### src/rtl/riscv_pkg.sv
// Shared decode constants, field positions and the fetch FSM state type.
package riscv_pkg;

   localparam logic [31:0] NOP_INSTR = 32'h0000_0013;  // addi x0,x0,0

   localparam logic [6:0] OP_R   = 7'b0110011;
   localparam logic [6:0] OP_I   = 7'b0010011;
   localparam logic [6:0] OP_S   = 7'b0100011;
   localparam logic [6:0] OP_B   = 7'b1100011;
   localparam logic [6:0] OP_JAL = 7'b1101111;

   // instruction field bit positions
   localparam int OPC_LO = 0;
   localparam int OPC_HI = 6;
   localparam int F3_LO  = 12;
   localparam int F3_HI  = 14;
   localparam int F7_LO  = 25;
   localparam int F7_HI  = 31;

   typedef enum logic [1:0] {FETCH, WAIT, HOLD, DRAIN} fetch_state_t;

   function automatic logic [6:0] opcode_of(input logic [31:0] i);
      return i[OPC_HI:OPC_LO];
   endfunction

   function automatic logic [2:0] funct3_of(input logic [31:0] i);
      return i[F3_HI:F3_LO];
   endfunction

   function automatic logic [6:0] funct7_of(input logic [31:0] i);
      return i[F7_HI:F7_LO];
   endfunction

endpackage

### src/rtl/if_id_reg.sv
// IF/ID pipeline register plus a one-entry skid buffer.
// Priority: flush > pop (skid -> IF/ID) > load (memory -> IF/ID) > hold > bubble.
// push captures the response into the skid while IF/ID is held by stall.
module if_id_reg
   import riscv_pkg::*;
#(
   parameter int          XLEN    = 32,
   parameter logic [31:0] NOP_VAL = riscv_pkg::NOP_INSTR
) (
   input  logic            clk,
   input  logic            reset,
   input  logic            flush,
   input  logic            load,
   input  logic            push,
   input  logic            pop,
   input  logic            hold,
   input  logic [31:0]     in_instr,
   input  logic [XLEN-1:0] in_pc,
   output logic            id_valid,
   output logic [31:0]     id_instr,
   output logic [XLEN-1:0] id_pc,
   output logic [6:0]      id_opcode,
   output logic [2:0]      id_funct3,
   output logic [6:0]      id_funct7
);

   logic            v_q, skv_q;
   logic [31:0]     ins_q, skins_q;
   logic [XLEN-1:0] pc_q, skpc_q;

   // IF/ID and skid state update
   always_ff @(posedge clk) begin
      if (reset) begin
         v_q     <= 1'b0;
         ins_q   <= NOP_VAL;
         pc_q    <= '0;
         skv_q   <= 1'b0;
         skins_q <= NOP_VAL;
         skpc_q  <= '0;
      end else if (flush) begin
         v_q   <= 1'b0;
         skv_q <= 1'b0;
      end else begin
         if (pop && skv_q) begin
            v_q   <= 1'b1;
            ins_q <= skins_q;
            pc_q  <= skpc_q;
            skv_q <= 1'b0;
         end else if (load) begin
            v_q   <= 1'b1;
            ins_q <= in_instr;
            pc_q  <= in_pc;
         end else if (!hold) begin
            v_q <= 1'b0;
         end
         if (push) begin
            skv_q   <= 1'b1;
            skins_q <= in_instr;
            skpc_q  <= in_pc;
         end
      end
   end

   assign id_valid  = v_q;
   assign id_instr  = v_q ? ins_q : NOP_VAL;
   assign id_pc     = pc_q;
   assign id_opcode = opcode_of(id_instr);
   assign id_funct3 = funct3_of(id_instr);
   assign id_funct7 = funct7_of(id_instr);

endmodule

### src/rtl/fetch_stage.sv
// Instruction fetch stage: owns the PC, runs the imem request FSM
// (FETCH/WAIT/HOLD/DRAIN) and feeds the IF/ID register.
// Optional: define FETCH_MISALIGN_CHECK_EN to flag misaligned redirect targets.
module fetch_stage #(
   parameter int              XLEN      = 32,
   parameter logic [XLEN-1:0] RESET_PC  = '0,
   parameter logic [31:0]     NOP_INSTR = riscv_pkg::NOP_INSTR
) (
   input  logic            clk,
   input  logic            reset,
   output logic            imem_req,
   output logic [XLEN-1:0] imem_addr,
   input  logic [31:0]     imem_rdata,
   input  logic            imem_valid,
   input  logic            stall,
   input  logic            redirect,
   input  logic [XLEN-1:0] redirect_pc,
   output logic            id_valid,
   output logic [31:0]     id_instr,
   output logic [XLEN-1:0] id_pc,
   output logic [6:0]      id_opcode,
   output logic [2:0]      id_funct3,
   output logic [6:0]      id_funct7,
   output logic            misalign_err
);
   import riscv_pkg::*;

   fetch_state_t    state_q, state_nxt;
   logic [XLEN-1:0] pc_q, pc_nxt;
   logic            ld, psh, pp, fl;

   // state and PC registers
   always_ff @(posedge clk) begin
      if (reset) begin
         state_q <= FETCH;
         pc_q    <= RESET_PC;
      end else begin
         state_q <= state_nxt;
         pc_q    <= pc_nxt;
      end
   end

   // next state, next PC and IF/ID controls; redirect overrides everything
   always_comb begin
      state_nxt = state_q;
      pc_nxt    = pc_q;
      ld        = 1'b0;
      psh       = 1'b0;
      pp        = 1'b0;
      fl        = 1'b0;
      case (state_q)
         FETCH: state_nxt = WAIT;
         WAIT: begin
            if (imem_valid) begin
               pc_nxt = pc_q + XLEN'(4);
               if (stall) begin
                  psh       = 1'b1;
                  state_nxt = HOLD;
               end else begin
                  ld        = 1'b1;
                  state_nxt = FETCH;
               end
            end
         end
         HOLD: begin
            if (!stall) begin
               pp        = 1'b1;
               state_nxt = FETCH;
            end
         end
         DRAIN: begin
            if (imem_valid) state_nxt = FETCH;
         end
         default: state_nxt = FETCH;
      endcase
      if (redirect) begin
         pc_nxt = redirect_pc & ~XLEN'(3);
         fl     = 1'b1;
         ld     = 1'b0;
         psh    = 1'b0;
         pp     = 1'b0;
         // a request still in flight must have its response swallowed
         if ((state_q == WAIT || state_q == DRAIN) && !imem_valid) state_nxt = DRAIN;
         else                                                      state_nxt = FETCH;
      end
   end

   assign imem_req  = !reset && (state_q == FETCH || state_q == WAIT);
   assign imem_addr = pc_q;

   if_id_reg #(.XLEN(XLEN), .NOP_VAL(NOP_INSTR)) u_ifid (
      .clk      (clk),
      .reset    (reset),
      .flush    (fl),
      .load     (ld),
      .push     (psh),
      .pop      (pp),
      .hold     (stall),
      .in_instr (imem_rdata),
      .in_pc    (pc_q),
      .id_valid (id_valid),
      .id_instr (id_instr),
      .id_pc    (id_pc),
      .id_opcode(id_opcode),
      .id_funct3(id_funct3),
      .id_funct7(id_funct7)
   );

`ifdef FETCH_MISALIGN_CHECK_EN
   logic mis_q;
   // one-cycle flag for a redirect whose target is not word aligned
   always_ff @(posedge clk) begin
      if (reset) mis_q <= 1'b0;
      else       mis_q <= redirect && (redirect_pc[1:0] != 2'b00);
   end
   assign misalign_err = mis_q;
`else
   assign misalign_err = 1'b0;
`endif

endmodule
### config.mk
export PLATFORM = sky130hd
export DESIGN_NAME = fetch_stage
export DESIGN_NICKNAME = d
export VERILOG_FILES = /design/src/rtl/riscv_pkg.sv /design/src/rtl/if_id_reg.sv /design/src/rtl/fetch_stage.sv
export SDC_FILE = /design/constraint.sdc
export NUM_CORES = 1
export LEC_CHECK = 0
export BUFFER_PORTS_ARGS = -buffer_cell sky130_fd_sc_hd__buf_2
export CORE_MARGIN = 5
export CORE_UTILIZATION = 53
export DETAILED_ROUTE_END_ITERATION = 8
export PLACE_DENSITY = 0.8
export SETUP_SLACK_MARGIN = 0.2
export SLEW_MARGIN = 5
export SYNTH_ARGS = -nofsm -noshare
export SYNTH_HDL_FRONTEND = slang
export SYNTH_SLANG_ARGS = --single-unit
export TNS_END_PERCENT = 1
### constraint.sdc
create_clock -name clk -period 2.8 [get_ports clk]
set_input_delay 0.84 -clock clk [delete_from_list [all_inputs] [get_ports clk]]
set_output_delay 0.84 -clock clk [all_outputs]
set_load 0.005 [all_outputs]
==> out/metrics.yaml <==
status:
  status: "finished, final reports clean"
clock_network:
  cts_made_buffers: 17
  cts_root_buf: "clkbuf_16"
  cts_resized: 0
  cts_tree: "yes"
  clockBufferDepth: 2
  h-tree-depth: 4
  clk_pin_slew_ns: 0.06
  cts_hold_buf: 0
  cts_setup_buffers: 0
  cts_sinks: 158
  clk_latency_ns: 0.43
detailed_routing:
  drtIter0Drc: 480
  antenna_left: 0
  vias: 6934
  wl_per_cell_um: 15.2
  routed_wl_mm: 18.9
  route.detailed.drc: 0
  avgViaCountPerCell: 5.61
  drtPass1Iterations: 5
global_routing:
  grt_max_degree: 83
  met2_usage_pct: 36.6
  antenna_found_initial: 3
  top_usage_layer: "met2"
  grt_pass1_vias: 6176
  grt_overflow: 0
  grt_use_met3_pct: 6.39
  grt_use_met1_pct: 31.4
  track_usage_pct: 23.2
  grt_pass1_wl_mm: 30.6
flow_run:
  drv_cap: 0
synth:
  yosysTopAreaCell: "dfxtp_1"
  ys_ff_latch: 158
  yosysWarnings: 0
  ys.flop_type: "dfxtp_1"
  synth-seq-area-share_pct: 44.2
  syn_area_per_cell_sq_um: 7.70
  synth.area.top_cells: "dfxtp_1, nand2_1, a311oi_1"
  async_flop_share_pct: 0
  synth_cells: 929
  yosysMostFrequentCell: "nand2_1"
  synthTopCellsByCount: "nand2_1, dfxtp_1, nor2_1"
  syn_area_sq_mm: 0.00715
  yosysTopAreaCellShare_pct: 44.2
  synth_edf_count: 0
  ys_types: 52
sta:
  slew_violations: 0
  setup_viol: 0
  period_minus_slack_ns: 2.30
  tns_ns: 0
  finalCritPeriodShare_pct: 82.0
  hold_viol_final: 0
  skew_ns: 0.00847
  slew_headroom_pct: 44.4
  fmax_ghz: 0.435
  rsz0062_at_grt: "no"
  tightest_slew_ns: 0.835
power_and_ir_drop:
  power_leakage_nw: 3.48
  powerDensity_mw_per_mm2: 590
  ir_drop_mv: 0.384
finish:
  finish.utilization_pct: 65.4
  nFillCells: 1139
  drive_gt1_share_pct: 22.4
  areaGrowthSynthToFinish_pct: 21.1
  nets: 1117
placement:
  gp_congestion: 0.811
  io_buffers: 177
  hpwl_mm: 12.3
worst_setup_path:
  cp-end-kind: "flop"
  crit_path_top_delay_cell: "or4_1"
  crit_chain: "ha_1 > and4b_1 > nand3_1 > or4_1 > a311oi_1"
  cp_slowest_stage_delay_ns: 0.56
  required_ns: 3.14
  critical_path_buf_inv_count: 0
  cp-start-kind: "flop"
  crit_type: "reg2reg"
  crit_fanout: 10
  critical-path-top-delay-family: "simple AND/OR/NAND/NOR gates"
  crit_arrival_ns: 2.63
floorplanning:
  rows: 42
  initial_core_util_pct: 54.0
  die_area_sq_mm: 0.0159
  dieHeight_um: 126
  ios: 185
  die_w_um: 126
  coreArea_sq_mm: 0.0132
worst_hold_path:
  hold_path.class: "reg2reg"
registers in the layout, indices dropped and copies added (netlist names):
name	count
u_ifid.ins_q	32
imem_addr	30
u_ifid.skpc_q	30
u_ifid.id_valid	1
u_ifid.skv_q	1
state_q	2
u_ifid.skins_q	32
u_ifid.id_pc	30
cells in the final DEF (no fill, tap or decap), drive strengths merged, types with 4 or more instances in the layout:
master,n
a2111oi,4
a211oi,13
a21boi,4
a21oi,65
a311oi,70
and2,30
and4,8
buf,196
bufinv,4
clkbuf,20
clkinvlp,4
conb,5
dfxtp,158
inv,9
nand2,259
nand2b,7
nand3,22
nand4,9
nor2,87
nor3,6
nor4,9
o21ai,15
o31ai,7
or3,5
or4,9
xnor2,5
per-layer routing:
| layer | vias to the layer above | share of wire, % |
|---|---|---|
| li1 | 3439 | - |
| met1 | 3259 | 44 |
| met2 | 216 | 47 |
| met3 | 18 | 7.2 |
| met4 | 2 | 1.1 |
| met5 | - | 0.069 |
per-stage QoR:
stage               power [mW]  setup slack [ns]  hold slack [ns]  cell area [sq um]  instances
floorplan                 2.57             0.264            0.437               7170        933
global route              5.29             0.365            0.472               8660       1237
finish                    5.11             0.503            0.455               8660       1237
global placement          2.72             0.318            0.443               8030       1204
detailed placement        2.73             0.283            0.447               8030       1204
CTS                       5.14             0.521            0.455               8660       1235
cell families (layout without fill, tap and decap cells):
group | Yosys count | after routing | synth area share [%]
AOI/OAI and AO/OA | 186 | 186 | 18.0
other | 1 | 7 | 0.0524
and+or+nand+nor | 465 | 465 | 29.5
DFF | 158 | 158 | 44.2
xor gates and xnor gates | 8 | 8 | 0.980
adders and majority gates | 1 | 1 | 0.175
buffers and inverters | 110 | 236 | 7.08
worst register-to-register path, delay by kind of cell (launching register included):
kind	cells	cell delay [ns]
adder cells (fa/ha/maj)	1	0.23
AO/OA/AOI/OAI	1	0.25
AND/OR/NAND/NOR	3	1.25
flip-flops	1	0.48
report_power, final:
group	leakage, nW	internal (mW)	switching (mW)
Combinational	1.90	0.126	0.177
Sequential	1.28	2.30	0.0766
Clock	0.294	1.53	0.906
worst paths after layout:
path	from	end	slack (ns)	cells past startpoint
setup / recovery	imem_addr[3]	imem_addr[20]	0.50	5
setup reg to reg	imem_addr[3]	imem_addr[20]	0.50	5
hold / removal	u_ifid.skins_q[30]	u_ifid.skins_q[30]	0.45	2
hold reg to reg	u_ifid.skins_q[30]	u_ifid.skins_q[30]	0.45	2
final cells by class:
| cell class | count | area [sq um] | area share [%] |
|---|---|---|---|
| multi-input cells | 665 | 3520 | 40.7 |
| well taps | 176 | 220 | 2.54 |
| clock buffers | 20 | 457 | 5.27 |
| flip-flops and latches | 158 | 3160 | 36.5 |
| diodes | 2 | 5.00 | 0.0578 |
| inverters | 9 | 33.8 | 0.390 |
| repair buffers | 196 | 1090 | 12.6 |
| clock inverters | 11 | 165 | 1.91 |
Power figures use the tool's default switching activity.
